File: config.mk
export PLATFORM = sky130hd
export DESIGN_NAME = cprv_decode_stage_flat
export DESIGN_NICKNAME = d
export VERILOG_FILES = /design/src/rtl/cprv_pkg.sv /design/src/rtl/cprv_decode_stage_if.sv /design/src/rtl/cprv_imm_gen.sv /design/src/rtl/cprv_decode_stage.sv /design/src/flat_wrapper.sv
export SDC_FILE = /design/constraint.sdc
export NUM_CORES = 1
export LEC_CHECK = 0
export BUFFER_PORTS_ARGS = -buffer_cell sky130_fd_sc_hd__buf_2
export CAP_MARGIN = 20
export CORE_AREA = 2 2 233 235
export DETAILED_ROUTE_END_ITERATION = 10
export DIE_AREA = 0 0 235 237
export HOLD_SLACK_MARGIN = 0.05
export PLACE_DENSITY = 0.5
export SLEW_MARGIN = 30
export SYNTH_ARGS = -nofsm -noshare
export SYNTH_HDL_FRONTEND = slang
export SYNTH_HIERARCHICAL = 1
export SYNTH_SLANG_ARGS = --single-unit
File: constraint.sdc
create_clock -name clk -period 4.1 [get_ports clk]
set_input_delay 1.23 -clock clk [delete_from_list [all_inputs] [get_ports clk]]
set_output_delay 1.23 -clock clk [all_outputs]
set_load 0.03 [all_outputs]
File: src/rtl/cprv_pkg.sv
// Shared RV64I decode definitions: major opcodes and the immediate-format selector.
package cprv_pkg;

  localparam logic [6:0] OPC_LOAD      = 7'b0000011;
  localparam logic [6:0] OPC_MISC_MEM  = 7'b0001111;
  localparam logic [6:0] OPC_OP_IMM    = 7'b0010011;
  localparam logic [6:0] OPC_AUIPC     = 7'b0010111;
  localparam logic [6:0] OPC_OP_IMM_32 = 7'b0011011;
  localparam logic [6:0] OPC_STORE     = 7'b0100011;
  localparam logic [6:0] OPC_OP        = 7'b0110011;
  localparam logic [6:0] OPC_LUI       = 7'b0110111;
  localparam logic [6:0] OPC_OP_32     = 7'b0111011;
  localparam logic [6:0] OPC_BRANCH    = 7'b1100011;
  localparam logic [6:0] OPC_JALR      = 7'b1100111;
  localparam logic [6:0] OPC_JAL       = 7'b1101111;
  localparam logic [6:0] OPC_SYSTEM    = 7'b1110011;

  typedef enum logic [2:0] {
    IMM_I    = 3'd0,
    IMM_S    = 3'd1,
    IMM_B    = 3'd2,
    IMM_U    = 3'd3,
    IMM_J    = 3'd4,
    IMM_NONE = 3'd5
  } imm_fmt_e;

endpackage

File: src/rtl/cprv_decode_stage_if.sv
// Fetch/RF/WB/EX-facing signal bundle of the decode stage; slave is the stage itself.
interface cprv_decode_stage_if #(
  parameter int INSTR_WIDTH = 32,
  parameter int DATA_WIDTH  = 64,
  parameter int PC_WIDTH    = 64
);
  logic                   flush_i;
  logic                   valid_id_i;
  logic                   ready_id_o;
  logic [INSTR_WIDTH-1:0] instr_data_id_i;
  logic [PC_WIDTH-1:0]    pc_id_i;
  logic [4:0]             rs1_addr_rf_o;
  logic [4:0]             rs2_addr_rf_o;
  logic [DATA_WIDTH-1:0]  rs1_data_rf_i;
  logic [DATA_WIDTH-1:0]  rs2_data_rf_i;
  logic                   wb_w_en_i;
  logic [4:0]             wb_rd_addr_i;
  logic [DATA_WIDTH-1:0]  wb_rd_data_i;
  logic                   ex_load_i;
  logic [4:0]             ex_load_rd_i;
  logic                   valid_ex_o;
  logic                   ready_ex_i;
  logic [PC_WIDTH-1:0]    pc_ex_o;
  logic [DATA_WIDTH-1:0]  rs1_data_ex_o;
  logic [DATA_WIDTH-1:0]  rs2_data_ex_o;
  logic [DATA_WIDTH-1:0]  imm_data_ex_o;
  logic [4:0]             rd_addr_ex_o;
  logic                   rd_en_ex_o;
  logic [6:0]             opcode_ex_o;
  logic [2:0]             funct3_ex_o;
  logic [6:0]             funct7_ex_o;
  logic                   mem_r_en_ex_o;
  logic                   mem_w_en_ex_o;
  logic                   illegal_ex_o;

  modport slave (
    input  flush_i, valid_id_i, instr_data_id_i, pc_id_i,
    input  rs1_data_rf_i, rs2_data_rf_i,
    input  wb_w_en_i, wb_rd_addr_i, wb_rd_data_i,
    input  ex_load_i, ex_load_rd_i, ready_ex_i,
    output ready_id_o, rs1_addr_rf_o, rs2_addr_rf_o,
    output valid_ex_o, pc_ex_o, rs1_data_ex_o, rs2_data_ex_o, imm_data_ex_o,
    output rd_addr_ex_o, rd_en_ex_o, opcode_ex_o, funct3_ex_o, funct7_ex_o,
    output mem_r_en_ex_o, mem_w_en_ex_o, illegal_ex_o
  );

  modport master (
    output flush_i, valid_id_i, instr_data_id_i, pc_id_i,
    output rs1_data_rf_i, rs2_data_rf_i,
    output wb_w_en_i, wb_rd_addr_i, wb_rd_data_i,
    output ex_load_i, ex_load_rd_i, ready_ex_i,
    input  ready_id_o, rs1_addr_rf_o, rs2_addr_rf_o,
    input  valid_ex_o, pc_ex_o, rs1_data_ex_o, rs2_data_ex_o, imm_data_ex_o,
    input  rd_addr_ex_o, rd_en_ex_o, opcode_ex_o, funct3_ex_o, funct7_ex_o,
    input  mem_r_en_ex_o, mem_w_en_ex_o, illegal_ex_o
  );
endinterface

File: src/rtl/cprv_imm_gen.sv
// Combinational immediate generator: picks the RV64I immediate layout and sign-extends it.
module cprv_imm_gen
  import cprv_pkg::*;
#(
  parameter int DATA_WIDTH = 64
) (
  input  logic [31:0]           instr_i,
  input  imm_fmt_e              fmt_i,
  output logic [DATA_WIDTH-1:0] imm_o
);

  logic unused_opcode_s;
  assign unused_opcode_s = ^instr_i[6:0];

  // Immediate assembly per format; instr[31] is always the sign bit.
  always_comb begin
    imm_o = {DATA_WIDTH{1'b0}};
    case (fmt_i)
      IMM_I:    imm_o = {{(DATA_WIDTH-12){instr_i[31]}}, instr_i[31:20]};
      IMM_S:    imm_o = {{(DATA_WIDTH-12){instr_i[31]}}, instr_i[31:25], instr_i[11:7]};
      IMM_B:    imm_o = {{(DATA_WIDTH-13){instr_i[31]}}, instr_i[31], instr_i[7],
                         instr_i[30:25], instr_i[11:8], 1'b0};
      IMM_U:    imm_o = {{(DATA_WIDTH-32){instr_i[31]}}, instr_i[31:12], 12'b0};
      IMM_J:    imm_o = {{(DATA_WIDTH-21){instr_i[31]}}, instr_i[31], instr_i[19:12],
                         instr_i[20], instr_i[30:21], 1'b0};
      IMM_NONE: imm_o = {DATA_WIDTH{1'b0}};
      default:  imm_o = {DATA_WIDTH{1'b0}};
    endcase
  end

endmodule

File: src/rtl/cprv_decode_stage.sv
// RV64I decode stage: decode tables, load-use hazard, WB bypass and a single
// valid/ready output register feeding EX.
module cprv_decode_stage
  import cprv_pkg::*;
#(
  parameter int INSTR_WIDTH = 32,
  parameter int DATA_WIDTH  = 64,
  parameter int PC_WIDTH    = 64,
  parameter bit WB_BYPASS   = 1'b1
) (
  input logic              clk,
  input logic              rst_n,
  cprv_decode_stage_if.slave bus
);

  logic [INSTR_WIDTH-1:0] instr_s;
  logic [6:0]             opcode_s;
  logic [4:0]             rd_s;
  logic [4:0]             rs1_s;
  logic [4:0]             rs2_s;
  logic                   uses_rs1_s;
  logic                   uses_rs2_s;
  logic                   rd_en_s;
  logic                   mem_r_s;
  logic                   mem_w_s;
  logic                   illegal_s;
  imm_fmt_e               imm_fmt_s;
  logic [DATA_WIDTH-1:0]  imm_s;
  logic [DATA_WIDTH-1:0]  rs1_data_s;
  logic [DATA_WIDTH-1:0]  rs2_data_s;
  logic                   hazard_s;
  logic                   cke_s;
  logic                   ready_s;
  logic                   fire_s;

  logic                   valid_d,   valid_q;
  logic [PC_WIDTH-1:0]    pc_d,      pc_q;
  logic [DATA_WIDTH-1:0]  rs1_d,     rs1_q;
  logic [DATA_WIDTH-1:0]  rs2_d,     rs2_q;
  logic [DATA_WIDTH-1:0]  imm_d,     imm_q;
  logic [4:0]             rd_d,      rd_q;
  logic                   rd_en_d,   rd_en_q;
  logic [6:0]             opcode_d,  opcode_q;
  logic [2:0]             funct3_d,  funct3_q;
  logic [6:0]             funct7_d,  funct7_q;
  logic                   mem_r_d,   mem_r_q;
  logic                   mem_w_d,   mem_w_q;
  logic                   illegal_d, illegal_q;

  assign instr_s  = bus.instr_data_id_i;
  assign opcode_s = instr_s[6:0];
  assign rd_s     = instr_s[11:7];
  assign rs1_s    = instr_s[19:15];
  assign rs2_s    = instr_s[24:20];

  assign bus.rs1_addr_rf_o = rs1_s;
  assign bus.rs2_addr_rf_o = rs2_s;

  // Opcode decode table; anything unlisted is flagged illegal with no side effects.
  always_comb begin
    uses_rs1_s = 1'b1;
    uses_rs2_s = 1'b0;
    rd_en_s    = 1'b0;
    mem_r_s    = 1'b0;
    mem_w_s    = 1'b0;
    illegal_s  = 1'b0;
    imm_fmt_s  = IMM_NONE;
    case (opcode_s)
      OPC_OP, OPC_OP_32: begin
        uses_rs2_s = 1'b1;
        rd_en_s    = 1'b1;
      end
      OPC_OP_IMM, OPC_OP_IMM_32, OPC_JALR: begin
        rd_en_s   = 1'b1;
        imm_fmt_s = IMM_I;
      end
      OPC_LOAD: begin
        rd_en_s   = 1'b1;
        mem_r_s   = 1'b1;
        imm_fmt_s = IMM_I;
      end
      OPC_STORE: begin
        uses_rs2_s = 1'b1;
        mem_w_s    = 1'b1;
        imm_fmt_s  = IMM_S;
      end
      OPC_BRANCH: begin
        uses_rs2_s = 1'b1;
        imm_fmt_s  = IMM_B;
      end
      OPC_LUI, OPC_AUIPC: begin
        uses_rs1_s = 1'b0;
        rd_en_s    = 1'b1;
        imm_fmt_s  = IMM_U;
      end
      OPC_JAL: begin
        uses_rs1_s = 1'b0;
        rd_en_s    = 1'b1;
        imm_fmt_s  = IMM_J;
      end
      default: begin
        illegal_s = 1'b1;
      end
    endcase
    if (rd_s == 5'd0) begin
      rd_en_s = 1'b0;
    end else begin
      rd_en_s = rd_en_s;
    end
  end

  cprv_imm_gen #(
    .DATA_WIDTH (DATA_WIDTH)
  ) u_imm_gen (
    .instr_i (instr_s[31:0]),
    .fmt_i   (imm_fmt_s),
    .imm_o   (imm_s)
  );

  // Operand read: x0 is hard zero, a same-cycle WB write wins over the RF array.
  always_comb begin
    rs1_data_s = bus.rs1_data_rf_i;
    rs2_data_s = bus.rs2_data_rf_i;
    if (rs1_s == 5'd0) begin
      rs1_data_s = {DATA_WIDTH{1'b0}};
    end else if (WB_BYPASS && bus.wb_w_en_i && (bus.wb_rd_addr_i == rs1_s)) begin
      rs1_data_s = bus.wb_rd_data_i;
    end else begin
      rs1_data_s = bus.rs1_data_rf_i;
    end
    if (rs2_s == 5'd0) begin
      rs2_data_s = {DATA_WIDTH{1'b0}};
    end else if (WB_BYPASS && bus.wb_w_en_i && (bus.wb_rd_addr_i == rs2_s)) begin
      rs2_data_s = bus.wb_rd_data_i;
    end else begin
      rs2_data_s = bus.rs2_data_rf_i;
    end
  end

  assign hazard_s = bus.valid_id_i & bus.ex_load_i & (bus.ex_load_rd_i != 5'd0) &
                    ((uses_rs1_s & (bus.ex_load_rd_i == rs1_s)) |
                     (uses_rs2_s & (bus.ex_load_rd_i == rs2_s)));
  assign cke_s    = ~valid_q | bus.ready_ex_i;
  assign ready_s  = cke_s & ~hazard_s & ~bus.flush_i;
  assign fire_s   = bus.valid_id_i & ready_s;

  assign bus.ready_id_o = ready_s;

  // Output register next state: flush beats everything, a stalled EX freezes all.
  always_comb begin
    valid_d   = valid_q;
    pc_d      = pc_q;
    rs1_d     = rs1_q;
    rs2_d     = rs2_q;
    imm_d     = imm_q;
    rd_d      = rd_q;
    rd_en_d   = rd_en_q;
    opcode_d  = opcode_q;
    funct3_d  = funct3_q;
    funct7_d  = funct7_q;
    mem_r_d   = mem_r_q;
    mem_w_d   = mem_w_q;
    illegal_d = illegal_q;
    if (bus.flush_i) begin
      valid_d = 1'b0;
    end else if (cke_s) begin
      valid_d = fire_s;
      if (fire_s) begin
        pc_d      = bus.pc_id_i;
        rs1_d     = rs1_data_s;
        rs2_d     = rs2_data_s;
        imm_d     = imm_s;
        rd_d      = rd_s;
        rd_en_d   = rd_en_s;
        opcode_d  = opcode_s;
        funct3_d  = instr_s[14:12];
        funct7_d  = instr_s[31:25];
        mem_r_d   = mem_r_s;
        mem_w_d   = mem_w_s;
        illegal_d = illegal_s;
      end else begin
        valid_d = 1'b0;
      end
    end else begin
      valid_d = valid_q;
    end
  end

  // Output register bank.
  always_ff @(posedge clk or negedge rst_n) begin
    if (!rst_n) begin
      valid_q   <= 1'b0;
      pc_q      <= {PC_WIDTH{1'b0}};
      rs1_q     <= {DATA_WIDTH{1'b0}};
      rs2_q     <= {DATA_WIDTH{1'b0}};
      imm_q     <= {DATA_WIDTH{1'b0}};
      rd_q      <= 5'd0;
      rd_en_q   <= 1'b0;
      opcode_q  <= 7'd0;
      funct3_q  <= 3'd0;
      funct7_q  <= 7'd0;
      mem_r_q   <= 1'b0;
      mem_w_q   <= 1'b0;
      illegal_q <= 1'b0;
    end else begin
      valid_q   <= valid_d;
      pc_q      <= pc_d;
      rs1_q     <= rs1_d;
      rs2_q     <= rs2_d;
      imm_q     <= imm_d;
      rd_q      <= rd_d;
      rd_en_q   <= rd_en_d;
      opcode_q  <= opcode_d;
      funct3_q  <= funct3_d;
      funct7_q  <= funct7_d;
      mem_r_q   <= mem_r_d;
      mem_w_q   <= mem_w_d;
      illegal_q <= illegal_d;
    end
  end

  assign bus.valid_ex_o    = valid_q;
  assign bus.pc_ex_o       = pc_q;
  assign bus.rs1_data_ex_o = rs1_q;
  assign bus.rs2_data_ex_o = rs2_q;
  assign bus.imm_data_ex_o = imm_q;
  assign bus.rd_addr_ex_o  = rd_q;
  assign bus.rd_en_ex_o    = rd_en_q;
  assign bus.opcode_ex_o   = opcode_q;
  assign bus.funct3_ex_o   = funct3_q;
  assign bus.funct7_ex_o   = funct7_q;
  assign bus.mem_r_en_ex_o = mem_r_q;
  assign bus.mem_w_en_ex_o = mem_w_q;
  assign bus.illegal_ex_o  = illegal_q;

endmodule

File: src/flat_wrapper.sv
// flat-port wrapper written by rule: the top's interface ports become plain ports
module cprv_decode_stage_flat import cprv_pkg::*;
#(
  parameter int INSTR_WIDTH = 32,
  parameter int DATA_WIDTH  = 64,
  parameter int PC_WIDTH    = 64,
  parameter bit WB_BYPASS   = 1'b1
)
  (clk, rst_n, bus_flush_i, bus_valid_id_i, bus_instr_data_id_i, bus_pc_id_i, bus_rs1_data_rf_i, bus_rs2_data_rf_i, bus_wb_w_en_i, bus_wb_rd_addr_i, bus_wb_rd_data_i, bus_ex_load_i, bus_ex_load_rd_i, bus_ready_ex_i, bus_ready_id_o, bus_rs1_addr_rf_o, bus_rs2_addr_rf_o, bus_valid_ex_o, bus_pc_ex_o, bus_rs1_data_ex_o, bus_rs2_data_ex_o, bus_imm_data_ex_o, bus_rd_addr_ex_o, bus_rd_en_ex_o, bus_opcode_ex_o, bus_funct3_ex_o, bus_funct7_ex_o, bus_mem_r_en_ex_o, bus_mem_w_en_ex_o, bus_illegal_ex_o);
  cprv_decode_stage_if #(.INSTR_WIDTH(INSTR_WIDTH), .DATA_WIDTH(DATA_WIDTH), .PC_WIDTH(PC_WIDTH)) bus_i ();
  input logic clk;
  input logic rst_n;
  input wire logic [$bits(bus_i.flush_i)-1:0] bus_flush_i;
  input wire logic [$bits(bus_i.valid_id_i)-1:0] bus_valid_id_i;
  input wire logic [$bits(bus_i.instr_data_id_i)-1:0] bus_instr_data_id_i;
  input wire logic [$bits(bus_i.pc_id_i)-1:0] bus_pc_id_i;
  input wire logic [$bits(bus_i.rs1_data_rf_i)-1:0] bus_rs1_data_rf_i;
  input wire logic [$bits(bus_i.rs2_data_rf_i)-1:0] bus_rs2_data_rf_i;
  input wire logic [$bits(bus_i.wb_w_en_i)-1:0] bus_wb_w_en_i;
  input wire logic [$bits(bus_i.wb_rd_addr_i)-1:0] bus_wb_rd_addr_i;
  input wire logic [$bits(bus_i.wb_rd_data_i)-1:0] bus_wb_rd_data_i;
  input wire logic [$bits(bus_i.ex_load_i)-1:0] bus_ex_load_i;
  input wire logic [$bits(bus_i.ex_load_rd_i)-1:0] bus_ex_load_rd_i;
  input wire logic [$bits(bus_i.ready_ex_i)-1:0] bus_ready_ex_i;
  output wire logic [$bits(bus_i.ready_id_o)-1:0] bus_ready_id_o;
  output wire logic [$bits(bus_i.rs1_addr_rf_o)-1:0] bus_rs1_addr_rf_o;
  output wire logic [$bits(bus_i.rs2_addr_rf_o)-1:0] bus_rs2_addr_rf_o;
  output wire logic [$bits(bus_i.valid_ex_o)-1:0] bus_valid_ex_o;
  output wire logic [$bits(bus_i.pc_ex_o)-1:0] bus_pc_ex_o;
  output wire logic [$bits(bus_i.rs1_data_ex_o)-1:0] bus_rs1_data_ex_o;
  output wire logic [$bits(bus_i.rs2_data_ex_o)-1:0] bus_rs2_data_ex_o;
  output wire logic [$bits(bus_i.imm_data_ex_o)-1:0] bus_imm_data_ex_o;
  output wire logic [$bits(bus_i.rd_addr_ex_o)-1:0] bus_rd_addr_ex_o;
  output wire logic [$bits(bus_i.rd_en_ex_o)-1:0] bus_rd_en_ex_o;
  output wire logic [$bits(bus_i.opcode_ex_o)-1:0] bus_opcode_ex_o;
  output wire logic [$bits(bus_i.funct3_ex_o)-1:0] bus_funct3_ex_o;
  output wire logic [$bits(bus_i.funct7_ex_o)-1:0] bus_funct7_ex_o;
  output wire logic [$bits(bus_i.mem_r_en_ex_o)-1:0] bus_mem_r_en_ex_o;
  output wire logic [$bits(bus_i.mem_w_en_ex_o)-1:0] bus_mem_w_en_ex_o;
  output wire logic [$bits(bus_i.illegal_ex_o)-1:0] bus_illegal_ex_o;
  assign bus_i.flush_i = bus_flush_i;
  assign bus_i.valid_id_i = bus_valid_id_i;
  assign bus_i.instr_data_id_i = bus_instr_data_id_i;
  assign bus_i.pc_id_i = bus_pc_id_i;
  assign bus_i.rs1_data_rf_i = bus_rs1_data_rf_i;
  assign bus_i.rs2_data_rf_i = bus_rs2_data_rf_i;
  assign bus_i.wb_w_en_i = bus_wb_w_en_i;
  assign bus_i.wb_rd_addr_i = bus_wb_rd_addr_i;
  assign bus_i.wb_rd_data_i = bus_wb_rd_data_i;
  assign bus_i.ex_load_i = bus_ex_load_i;
  assign bus_i.ex_load_rd_i = bus_ex_load_rd_i;
  assign bus_i.ready_ex_i = bus_ready_ex_i;
  assign bus_ready_id_o = bus_i.ready_id_o;
  assign bus_rs1_addr_rf_o = bus_i.rs1_addr_rf_o;
  assign bus_rs2_addr_rf_o = bus_i.rs2_addr_rf_o;
  assign bus_valid_ex_o = bus_i.valid_ex_o;
  assign bus_pc_ex_o = bus_i.pc_ex_o;
  assign bus_rs1_data_ex_o = bus_i.rs1_data_ex_o;
  assign bus_rs2_data_ex_o = bus_i.rs2_data_ex_o;
  assign bus_imm_data_ex_o = bus_i.imm_data_ex_o;
  assign bus_rd_addr_ex_o = bus_i.rd_addr_ex_o;
  assign bus_rd_en_ex_o = bus_i.rd_en_ex_o;
  assign bus_opcode_ex_o = bus_i.opcode_ex_o;
  assign bus_funct3_ex_o = bus_i.funct3_ex_o;
  assign bus_funct7_ex_o = bus_i.funct7_ex_o;
  assign bus_mem_r_en_ex_o = bus_i.mem_r_en_ex_o;
  assign bus_mem_w_en_ex_o = bus_i.mem_w_en_ex_o;
  assign bus_illegal_ex_o = bus_i.illegal_ex_o;
  cprv_decode_stage #(.INSTR_WIDTH(INSTR_WIDTH), .DATA_WIDTH(DATA_WIDTH), .PC_WIDTH(PC_WIDTH), .WB_BYPASS(WB_BYPASS)) u_core (.clk(clk), .rst_n(rst_n), .bus(bus_i));
endmodule
==> results.py, run 1 <==
metrics = {
    "critical_path": {
        "crit_arrival_ns": 2.82,
        "required_ns": 2.87,
        "crit_buf_inv": 2,
        "critical_path.max_fanout": 3,
        "critPathKind": "in2out",
        "critical_path.top_delay_family": "simple AND/OR/NAND/NOR gates",
        "cp_slowest_cell": "or4_4",
        "path_cells": "buf_2 > or4_4 > or2_4 > nor2b_4 > a31oi_4 > and3b_2 > buf_6",
        "cpPeakStageDelay_ns": 0.53,
        "cp-start-kind": "input port",
        "end_kind": "output port",
    },
    "synthesis": {
        "synthTopCellsByArea": "dfrtp_1 (52%), mux2_2 (12%), mux2i_1 (9.5%), o31ai_1 (6.9%), o21ai_0 (5.4%)",
        "synthesis.area_sq_um": 13600,
        "yosysTopAreaCell": "dfrtp_1",
        "netlist.area_leader.share_pct": 52.2,
        "syn_inst": 1137,
        "yosys_warnings": 6,
        "synth-edff-count": 0,
        "syn-num-nets": 1442,
        "synth_flop_cell": "dfrtp_1",
        "ys_seq_elements": 283,
        "async_reset_ff_share_pct": 100,
        "avgSynthCellArea_sq_um": 11.9,
        "synth_cell_types": 48,
        "seq_area_frac_synth_pct": 52.2,
    },
    "global_routing": {
        "grt_use_total_pct": 17.7,
        "grt_max_degree": 135,
        "grt_pass1_vias": 12000,
        "antenna_found_initial": 4,
        "overflow": 0,
        "grt_pass1_wl_um": 76400,
    },
    "timing": {
        "slew_headroom_pct": 51.8,
        "layout_min_cycle_time_ns": 4.05,
        "clock.fmax_mhz": 247,
        "drv_slew": 0,
        "finalHoldViolCount": 0,
        "worstMarginPinSlew_ns": 0.721,
        "setup_violations": 0,
        "fin_crit_sh_pct": 98.7,
        "rsz0062_at_grt": "no",
        "fin_skew_ns": 0.0135,
        "fin_ws_ns": 0.0520,
    },
    "pwr": {
        "pwr_density_cell_nw_per_um2": 464,
        "vdd_drop_max_uv": 337,
        "leakage_nw": 8.64,
    },
    "clocking": {
        "cts.reportedPaths.clkPinSlew_ns": 0.06,
        "cts_buffer_depth": 3,
        "cts_buffers": 34,
        "cts_tree": "built",
        "numClockSinks": 283,
        "htree_levels": 2,
        "cts_root_buf": "clkbuf_16",
        "clock_latency_ns": 0.53,
    },
    "placement": {
        "post-dp-hpwl_um": 37700,
        "dpl_cell_area_sq_um": 17300,
        "gp_congestion": 0.918,
        "port_buffers": 598,
        "dpl_worst_slack_ns": -0.138,
    },
    "drt": {
        "drt_iter0_drc": 663,
        "post-route-drc-count": 0,
        "via_per_inst": 4.78,
        "first_pass_iters": 6,
        "wl_um": 51000,
        "wl_per_cell_um": 21.2,
        "vias": 11500,
        "ant_nets": 0,
    },
    "die": {
        "io_pins": 599,
        "num_rows": 85,
        "dieArea_sq_um": 55700,
        "fp.dieW_um": 235,
        "start_util_pct": 25.5,
        "die_y_um": 237,
        "core_area_sq_um": 53300,
    },
    "cells_and_area": {
        "area_growth_syn_to_layout_pct": 35.7,
        "stdcell_area_sq_um": 18400,
        "fin_nets": 1986,
        "mostFrequentLayoutCells": "buf_2 (596), dfrtp_1 (283), mux2_2 (150), o21ai_0 (145), mux2i_1 (129)",
        "drive_gt1_share_pct": 51.4,
        "final_common_cell": "buf_2",
        "final_core_util_pct": 34.5,
        "fillers": 5421,
    },
    "hold_path": {
        "hp-class": "reg2reg",
    },
    "status": {
        "status": "complete, no violations",
    },
    "run": {
        "drv_cap": 0,
    },
}
-- worst register-to-register path, delay by kind of cell, from the launching register on --
family,cells,cell delay [ns]
buffers and inverters,2,0.47
multiplexers,1,0.41
flip-flops,1,0.38
AND/OR/NAND/NOR,3,0.38
AO/OA/AOI/OAI,1,0.34
-- synth_stat cells, types with 2 or more instances --
cell type	n
dfrtp_1	283
mux2_2	150
o21ai_0	146
mux2i_1	129
o31ai_1	125
clkbuf_1	60
buf_4	52
nand2_1	28
a21oi_1	20
buf_2	19
nor2b_1	17
xor2_1	11
o22ai_1	10
buf_6	9
xnor2_1	9
nor2_1	8
nand2b_1	6
nor3_1	5
inv_1	4
or4_1	4
a31oi_1	3
and3_1	3
and3b_1	3
nand3b_1	3
nor4_1	3
o31ai_2	3
and2_1	2
buf_1	2
-- routing by layer --
metal  share of wire, %  vias to the layer above  GRT usage (%)
met2                 49                      484           29.3
met3                7.6                       84           5.01
met4                3.4                        4           6.52
met5              0.045                        -              0
li1                   -                     5226              -
met1                 40                     5682           22.0
-- worst paths after layout --
| kind | startpoint | to | slack, ns | cells after the start |
|---|---|---|---|---|
| min | u_core/bus.imm_data_ex_o[43]$_DFFE_PN0P_ | u_core/bus.imm_data_ex_o[43]$_DFFE_PN0P_ | 0.50 | 1 |
| min in group asynchronous | rst_n | u_core/bus.rs1_data_ex_o[38]$_DFFE_PN0P_ | 0.70 | 1 |
| max in group asynchronous | rst_n | u_core/bus.mem_r_en_ex_o$_DFFE_PN0P_ | 2.49 | 2 |
| max reg2reg | u_core/bus.valid_ex_o$_DFFE_PN0P_ | u_core/bus.imm_data_ex_o[54]$_DFFE_PN0P_ | 2.02 | 7 |
| max | bus_ex_load_rd_i[2] | bus_ready_id_o | 0.05 | 7 |
| min reg2reg | u_core/bus.imm_data_ex_o[43]$_DFFE_PN0P_ | u_core/bus.imm_data_ex_o[43]$_DFFE_PN0P_ | 0.50 | 1 |
-- area by class of cell --
| type | instances | area [sq um] | area share, % |
|---|---|---|---|
| Clock buffer | 49 | 997 | 5.42 |
| Sequential cell | 283 | 7080 | 38.5 |
| Clock inverter | 8 | 65.1 | 0.354 |
| Timing Repair Buffer | 651 | 3610 | 19.6 |
| Inverter | 4 | 15.0 | 0.0816 |
| Antenna cell | 2 | 5.00 | 0.0272 |
| Multi-Input combinational cell | 707 | 5760 | 31.3 |
| Tap cell | 696 | 871 | 4.73 |
-- kinds of logic (layout without fill, tap and decap cells) --
family | count (synthesis) | after routing | synth area share [%]
adder cells (fa/ha/maj) | 1 | 1 | 0.0830
AO/OA/AOI/OAI | 315 | 315 | 14.4
buffers and inverters | 147 | 712 | 6.19
other | 0 | 2 | 0
XOR/XNOR | 20 | 20 | 1.29
multiplexers | 279 | 279 | 22.0
flip-flops | 283 | 283 | 52.2
AND/OR/NAND/NOR | 92 | 92 | 3.81
-- registers in the layout, summed over array words and instances, names as in the netlist --
signal	flops
u_core/bus.rd_en_ex_o	1
u_core/bus.rs1_data_ex_o	64
u_core/bus.opcode_ex_o	7
u_core/bus.mem_w_en_ex_o	1
u_core/bus.funct3_ex_o	3
u_core/bus.rs2_data_ex_o	64
u_core/bus.imm_data_ex_o	64
u_core/bus.mem_r_en_ex_o	1
u_core/bus.funct7_ex_o	7
u_core/bus.illegal_ex_o	1
u_core/bus.valid_ex_o	1
u_core/bus.rd_addr_ex_o	5
u_core/bus.pc_ex_o	64
-- metrics by stage --
step	total power [mW]	cells	setup TNS [ns]	hold slack, ns
after floorplan	4.78	1137	0	0.686
after global placement	5.69	2341	-0.172	0.485
after detailed placement	5.72	2341	-0.138	0.490
after CTS	8.67	2398	0	0.503
after global routing	8.96	2400	0	0.512
final	8.54	2400	0	0.499
-- power breakdown --
part / switching (mW) / internal (mW)
sequential: 0.192 / 3.18
clock: 1.19 / 1.69
combinational: 1.54 / 0.741
-- timing repair --
item	in CTS	in global routing
hold buffers	0	0
endpoints found under the setup margin	1	1
setup buffers	0	0
hold endpoints to repair	0	0
gates resized for setup	11	5
pin swaps	4	2
Note: power is estimated with default switching activity, not from simulation.
==> run 2, diff against run 1 <==
Settings changed: ABC_AREA set to 1, CORE_AREA 2 2 233 235 to 2 2 236 238, DIE_AREA 0 0 235 237 to 0 0 238 240, PLACE_DENSITY 0.5 to 0.54.
==> results.py, run 2 <==
metrics = {
    "drt": {
        "wl_per_cell_um": 18.0,
        "via_per_inst": 4.83,
        "wl_um": 61700,
        "ant_nets": 0,
        "first_pass_iters": 5,
        "drt_iter0_drc": 1228,
        "post-route-drc-count": 0,
        "vias": 16600,
    },
    "critical_path": {
        "r2r-start": "u_core/bus.valid_ex_o$_DFFE_PN0P_",
        "critPathLaunch": "bus_instr_data_id_i[6]",
        "cp-start-kind": "input port",
        "reg2reg_slack_ns": 2.23,
        "r2r-end": "u_core/bus.rs2_data_ex_o[30]$_DFFE_PN0P_",
        "critPathKind": "in2out",
        "end_kind": "output port",
        "critical_path.max_fanout": 7,
        "crit_arrival_ns": 2.68,
        "reg2regPathDepth": 4,
        "required_ns": 2.87,
    },
    "synthesis": {
        "synth_flop_cell": "dfrtp_1",
        "ys_seq_elements": 283,
        "synth-edff-count": 0,
        "synth_most_common_cell": "nand2_1",
        "yosysTopAreaCell": "dfrtp_1",
        "syn_inst": 2222,
        "syn-num-nets": 2527,
        "async_reset_ff_share_pct": 100,
        "avgSynthCellArea_sq_um": 7.06,
        "synthesis.area_sq_um": 15700,
        "synth_commonest_cells": "nand2_1 (903), nand4_1 (298), nor2_1 (290)",
        "netlist.area_leader.share_pct": 45.2,
        "seq_area_frac_synth_pct": 45.2,
        "synthTopCellsByArea": "dfrtp_1 (45%), nand2_1 (22%), nand4_1 (12%), nor2_1 (6.9%), inv_1 (3.8%)",
        "synth_cell_types": 25,
        "yosys_warnings": 6,
    },
    "timing": {
        "finalHoldViolCount": 0,
        "worstMarginPinSlew_ns": 1.04,
        "drv_slew": 0,
        "layout_min_cycle_time_ns": 3.91,
        "fin_skew_ns": 0.0206,
        "fin_crit_sh_pct": 95.3,
        "slew_headroom_pct": 30.7,
        "rsz0062_at_grt": "no",
        "fin_ws_ns": 0.191,
        "tns_ns": 0,
        "setup_violations": 0,
        "clock.fmax_mhz": 256,
    },
    "global_routing": {
        "grt_pass1_wl_um": 93500,
        "busiest_layer": "met2",
        "overflow": 0,
        "grt.met1_usage_pct": 26.3,
        "grt_use_total_pct": 20.7,
        "grt_max_degree": 146,
        "antenna_found_initial": 11,
        "grtUsageMet3_pct": 7.03,
        "met2_usage_pct": 33.9,
        "grt_pass1_vias": 15900,
    },
    "die": {
        "num_rows": 86,
        "core_area_sq_um": 54700,
        "start_util_pct": 28.7,
        "die_y_um": 240,
        "fp.dieW_um": 238,
        "dieArea_sq_um": 57100,
        "io_pins": 599,
    },
    "pwr": {
        "pwr_density_cell_nw_per_um2": 444,
        "vdd_drop_max_uv": 226,
        "leakage_nw": 12.4,
    },
    "clocking": {
        "cts_root_buf": "clkbuf_16",
        "cts.reportedPaths.clkPinSlew_ns": 0.06,
        "post_cts_resized": 0,
        "cts_buffer_depth": 3,
        "post-cts-setup-buffers": 0,
        "hold_buffers": 0,
        "cts_buffers": 35,
        "clock_latency_ns": 0.54,
        "cts_tree": "built",
        "numClockSinks": 283,
        "htree_levels": 2,
    },
    "cells_and_area": {
        "final_common_cell": "nand2_1",
        "register_area_sq_um": 7080,
        "fillers": 5903,
        "area_growth_syn_to_layout_pct": 28.4,
        "drive_gt1_share_pct": 26.8,
        "mostFrequentLayoutCells": "nand2_1 (903), buf_2 (596), nand4_1 (298), nor2_1 (289), dfrtp_1 (283)",
        "multi_input_area_sq_um": 6830,
        "stdcell_area_sq_um": 20100,
        "fin_nets": 3001,
    },
    "placement": {
        "post-dp-hpwl_um": 43200,
        "gp_congestion": 0.875,
        "dpl_worst_slack_ns": 0.170,
        "dpl_cell_area_sq_um": 19000,
        "port_buffers": 598,
    },
    "status": {
        "status": "complete, no violations",
    },
    "hold_path": {
        "hold_path_depth": 2,
        "min_from": "u_core/bus.pc_ex_o[48]$_DFFE_PN0P_",
        "hp-class": "reg2reg",
        "hold_end": "u_core/bus.pc_ex_o[48]$_DFFE_PN0P_",
    },
    "run": {
        "drv_cap": 0,
    },
}
==> run 2: cell count changes after synthesis, moves of 17 or more <==
| cell | previous run | this run |
|---|---|---|
| a21oi_1 | 20 | 3 |
| mux2i_1 | 129 | 0 |
| o21ai_0 | 146 | 3 |
| inv_1 | 4 | 158 |
| o31ai_1 | 125 | 0 |
| mux2_2 | 150 | 0 |
| buf_6 | 9 | 29 |
| clkbuf_1 | 60 | 101 |
| nor2b_1 | 17 | 0 |
| nand4_1 | 0 | 298 |
| nand2_1 | 28 | 903 |
| nor2_1 | 8 | 290 |
| buf_2 | 19 | 36 |
| nand3_1 | 1 | 42 |
==> run 2: through the flow <==
stage          hold WS [ns]  utilization (%)  std cells  total power [mW]
2_1_floorplan         0.647                -       2222              4.94
3_3_place_gp          0.449             34.7       3363              5.87
3_5_place_dp          0.454             34.7       3363              5.89
4_1_cts               0.467             36.8       3424              9.07
5_1_grt               0.483             36.8       3427              9.40
6_report              0.465             36.8       3428              8.94
==> run 2: per-layer routing <==
layer,share of wire (%),vias to the layer above
met3,9.8,88
met1,41,7793
li1,-,7970
met5,0.15,-
met2,47,694
met4,2.1,16
==> run 2: where the power goes <==
| group | switching (mW) | total, mW | leakage, nW | internal [mW] |
|---|---|---|---|---|
| Combinational | 1.76 | 2.44 | 8.24 | 0.680 |
| Sequential | 0.215 | 3.39 | 3.60 | 3.18 |
| Clock | 1.27 | 3.10 | 0.569 | 1.83 |
| Total | 3.25 | 8.94 | 12.4 | 5.69 |
==> run 2: cell type report <==
type	instances	area share, %
diodes	4	0.0497
clock buffers	48	5.15
clock inverters	13	0.478
inverters	162	3.02
multi-input cells	1562	33.9
flip-flops and latches	283	35.2
well taps	704	4.37
repair buffers	652	17.8
==> run 2: critical path: stages <==
cell and delay [ns]:
buf_2 0.17, nor2_1 0.18, nand3_1 0.16, nand2_1 0.14
inv_2 0.04, nand3_1 0.07, nand2_1 0.13, nand2_8 0.13
nand2_1 0.10, nor2_1 0.11, buf_2 0.21
==> run 2: how the worst max path moves through the flow <==
stage,slack [ns],endpoint,depth (start not counted)
floorplan,0.23,bus_ready_id_o,12
global placement,0.20,bus_ready_id_o,11
detailed placement,0.17,bus_ready_id_o,11
CTS,0.17,bus_ready_id_o,11
global route,0.06,bus_ready_id_o,11
finish,0.19,bus_ready_id_o,11
==> run 2: logic make-up (layout without fill, tap and decap cells) <==
kind of cell | after synthesis | count (layout) | synth area share [%]
AOI/OAI and AO/OA | 7 | 7 | 0.239
xor gates and xnor gates | 5 | 5 | 0.279
buffers and inverters | 377 | 875 | 11.8
DFF | 283 | 283 | 45.2
other | 0 | 4 | 0
and+or+nand+nor | 1550 | 1550 | 42.5
==> run 3, diff against run 2 <==
==> constraint.sdc (replaced) <==
create_clock -name clk -period 4.1 [get_ports clk]
set_input_delay 0.41 -clock clk [delete_from_list [all_inputs] [get_ports clk]]
set_output_delay 0.41 -clock clk [all_outputs]
set_load 0.03 [all_outputs]
==> results.py, run 3 (synthesis gave the netlist of run 2 again) <==
metrics = {
    "drt": {
        "wl_um": 60800,
        "vias": 16400,
        "ant_nets": 0,
        "drt_iter0_drc": 982,
        "wl_per_cell_um": 17.9,
        "post-route-drc-count": 0,
        "via_per_inst": 4.81,
        "first_pass_iters": 5,
    },
    "timing": {
        "slew_headroom_pct": 33.8,
        "layout_min_cycle_time_ns": 2.59,
        "worstMarginPinSlew_ns": 0.993,
        "holdWs_ns": 0.124,
        "drv_slew": 0,
        "fin_crit_sh_pct": 63.3,
        "clock.fmax_mhz": 385,
        "finalHoldViolCount": 0,
        "fin_skew_ns": 0.00988,
        "tns_ns": 0,
        "rsz0062_at_grt": "no",
        "setup_violations": 0,
    },
    "clocking": {
        "post-cts-setup-buffers": 0,
        "numClockSinks": 283,
        "cts_buffers": 36,
        "clock_latency_ns": 0.53,
        "post_cts_resized": 0,
        "cts_buffer_depth": 3,
        "cts.reportedPaths.clkPinSlew_ns": 0.06,
        "htree_levels": 2,
        "hold_buffers": 1,
        "cts_root_buf": "clkbuf_16",
        "cts_tree": "built",
    },
    "hold_path": {
        "hp-class": "in2reg",
        "hold_path_depth": 3,
        "hold_end": "u_core/bus.pc_ex_o[9]$_DFFE_PN0P_",
        "min_from": "bus_pc_id_i[9]",
    },
    "status": {
        "status": "complete, no violations",
    },
    "critical_path": {
        "critical_path.top_delay_family": "simple AND/OR/NAND/NOR gates",
        "reg2reg_slack_ns": 2.19,
        "reg2regPathDepth": 5,
        "cp-start-kind": "input port",
        "required_ns": 4.57,
        "crit_arrival_ns": 3.06,
        "r2r-start": "u_core/bus.valid_ex_o$_DFFE_PN0P_",
        "cpPeakStageDelay_ns": 0.50,
        "crit_buf_inv": 2,
        "critical_path.max_fanout": 33,
        "critPathKind": "in2reg",
        "cp_slowest_cell": "nand3b_1",
        "end_kind": "flip-flop",
        "path_cells": "buf_2 > nor2_1 > nand3_1 > nand2_1 > nor2_1 > nand2_1 > nand3b_1 > nor2_4 > nor2_2 > nor2_2 > buf_4 > nand4_1 > nand2_1",
        "r2r-end": "u_core/bus.rs1_data_ex_o[27]$_DFFE_PN0P_",
        "cp_common_cell": "nand2_1",
    },
    "pwr": {
        "pwr_density_cell_nw_per_um2": 450,
        "total_power_mw": 8.96,
        "p_int_mw": 5.73,
        "leakage_nw": 12.3,
        "p_sw_mw": 3.23,
        "clkPwrFrac_pct": 35.2,
        "pwr-share-comb_pct": 26.9,
        "sw_frac_of_total_pct": 36.1,
        "seqPwrFrac_pct": 37.9,
        "vdd_drop_max_uv": 220,
    },
    "die": {
        "start_util_pct": 28.7,
        "fp.dieW_um": 238,
        "io_pins": 599,
        "num_rows": 86,
        "dieArea_sq_um": 57100,
        "die_y_um": 240,
        "core_area_sq_um": 54700,
    },
    "cells_and_area": {
        "mostFrequentLayoutCells": "nand2_1 (903), buf_2 (596), nand4_1 (298), nor2_1 (289), dfrtp_1 (283)",
        "area_growth_syn_to_layout_pct": 27.0,
        "drive_gt1_share_pct": 25.7,
        "fin_nets": 2974,
        "fillers": 5907,
        "final_common_cell": "nand2_1",
        "stdcell_area_sq_um": 19900,
    },
    "placement": {
        "post-dp-hpwl_um": 41400,
        "gp_congestion": 0.876,
        "dpl_cell_area_sq_um": 18700,
        "port_buffers": 598,
    },
    "global_routing": {
        "overflow": 0,
        "grt_max_degree": 159,
        "grt_use_total_pct": 20.4,
        "antenna_found_initial": 15,
        "grt_pass1_vias": 15500,
        "grt_pass1_wl_um": 91400,
    },
    "run": {
        "drv_cap": 0,
    },
}
## run 3: cell count changes in the layout (fill, tap and decap cells not counted), sizes merged, moves of 3 or more
cell    delta
diode      +3
buf       -29
clkinv     -9
clkbuf    +10
## run 3: per-stage QoR
step	utilization (%)	instances	setup slack, ns
6_report	36.4	3404	1.51
5_1_grt	36.4	3401	1.28
4_1_cts	36.4	3397	1.57
3_5_place_dp	34.3	3334	0.991
3_3_place_gp	34.3	3334	1.13
2_1_floorplan	-	2222	1.11
## run 3: cell type report
class	count	area (sq um)	share of cell area, %
timing repair buffer	624	3350	16.8
clock inverter	4	52.6	0.264
tap	704	881	4.42
multi-input combinational	1562	6830	34.3
inverter	162	608	3.05
sequential	283	7080	35.6
antenna	7	17.5	0.0880
clock buffer	58	1090	5.50
## run 3: worst max-delay path by stage
stage                      startpoint                                       end  slack [ns]  cells past startpoint
6_report       bus_instr_data_id_i[6]  u_core/bus.imm_data_ex_o[52]$_DFFE_PN0P_        1.51                     13
5_1_grt        bus_instr_data_id_i[2]  u_core/bus.imm_data_ex_o[52]$_DFFE_PN0P_        1.28                     14
4_1_cts        bus_instr_data_id_i[6]  u_core/bus.imm_data_ex_o[52]$_DFFE_PN0P_        1.57                     13
3_5_place_dp   bus_instr_data_id_i[6]  u_core/bus.imm_data_ex_o[56]$_DFFE_PN0P_        0.99                     13
3_3_place_gp   bus_instr_data_id_i[6]  u_core/bus.imm_data_ex_o[58]$_DFFE_PN0P_        1.13                     13
2_1_floorplan  bus_instr_data_id_i[1]  u_core/bus.imm_data_ex_o[63]$_DFFE_PN0P_        1.11                     13
## run 3: worst register-to-register path, cell delays in order, from the launching register on
cell and delay, ns:
dfrtp_1 0.42, a21oi_4 0.28, nand3_4 0.41, buf_12 0.37, nand2_1 0.24, nand2_1 0.07
## run 3: metal layers
metal / track usage [%] / share of wire, % / vias to the layer above
met2: 32.6 / 46 / 657
met5: 0 / 0.21 / -
met3: 7.97 / 10 / 122
met4: 6.42 / 3.0 / 20
li1: - / - / 7921
met1: 25.3 / 41 / 7652
## run 3: power by group through the flow
stage                     clock, mW  sequential (mW)  combinational (mW)
after floorplan                   0             4.21               0.734
after global placement            0             3.42                2.42
after detailed placement          0             3.43                2.44
after CTS                      3.24             3.39                2.44
after global routing           3.36             3.44                2.62
final                          3.15             3.39                2.41
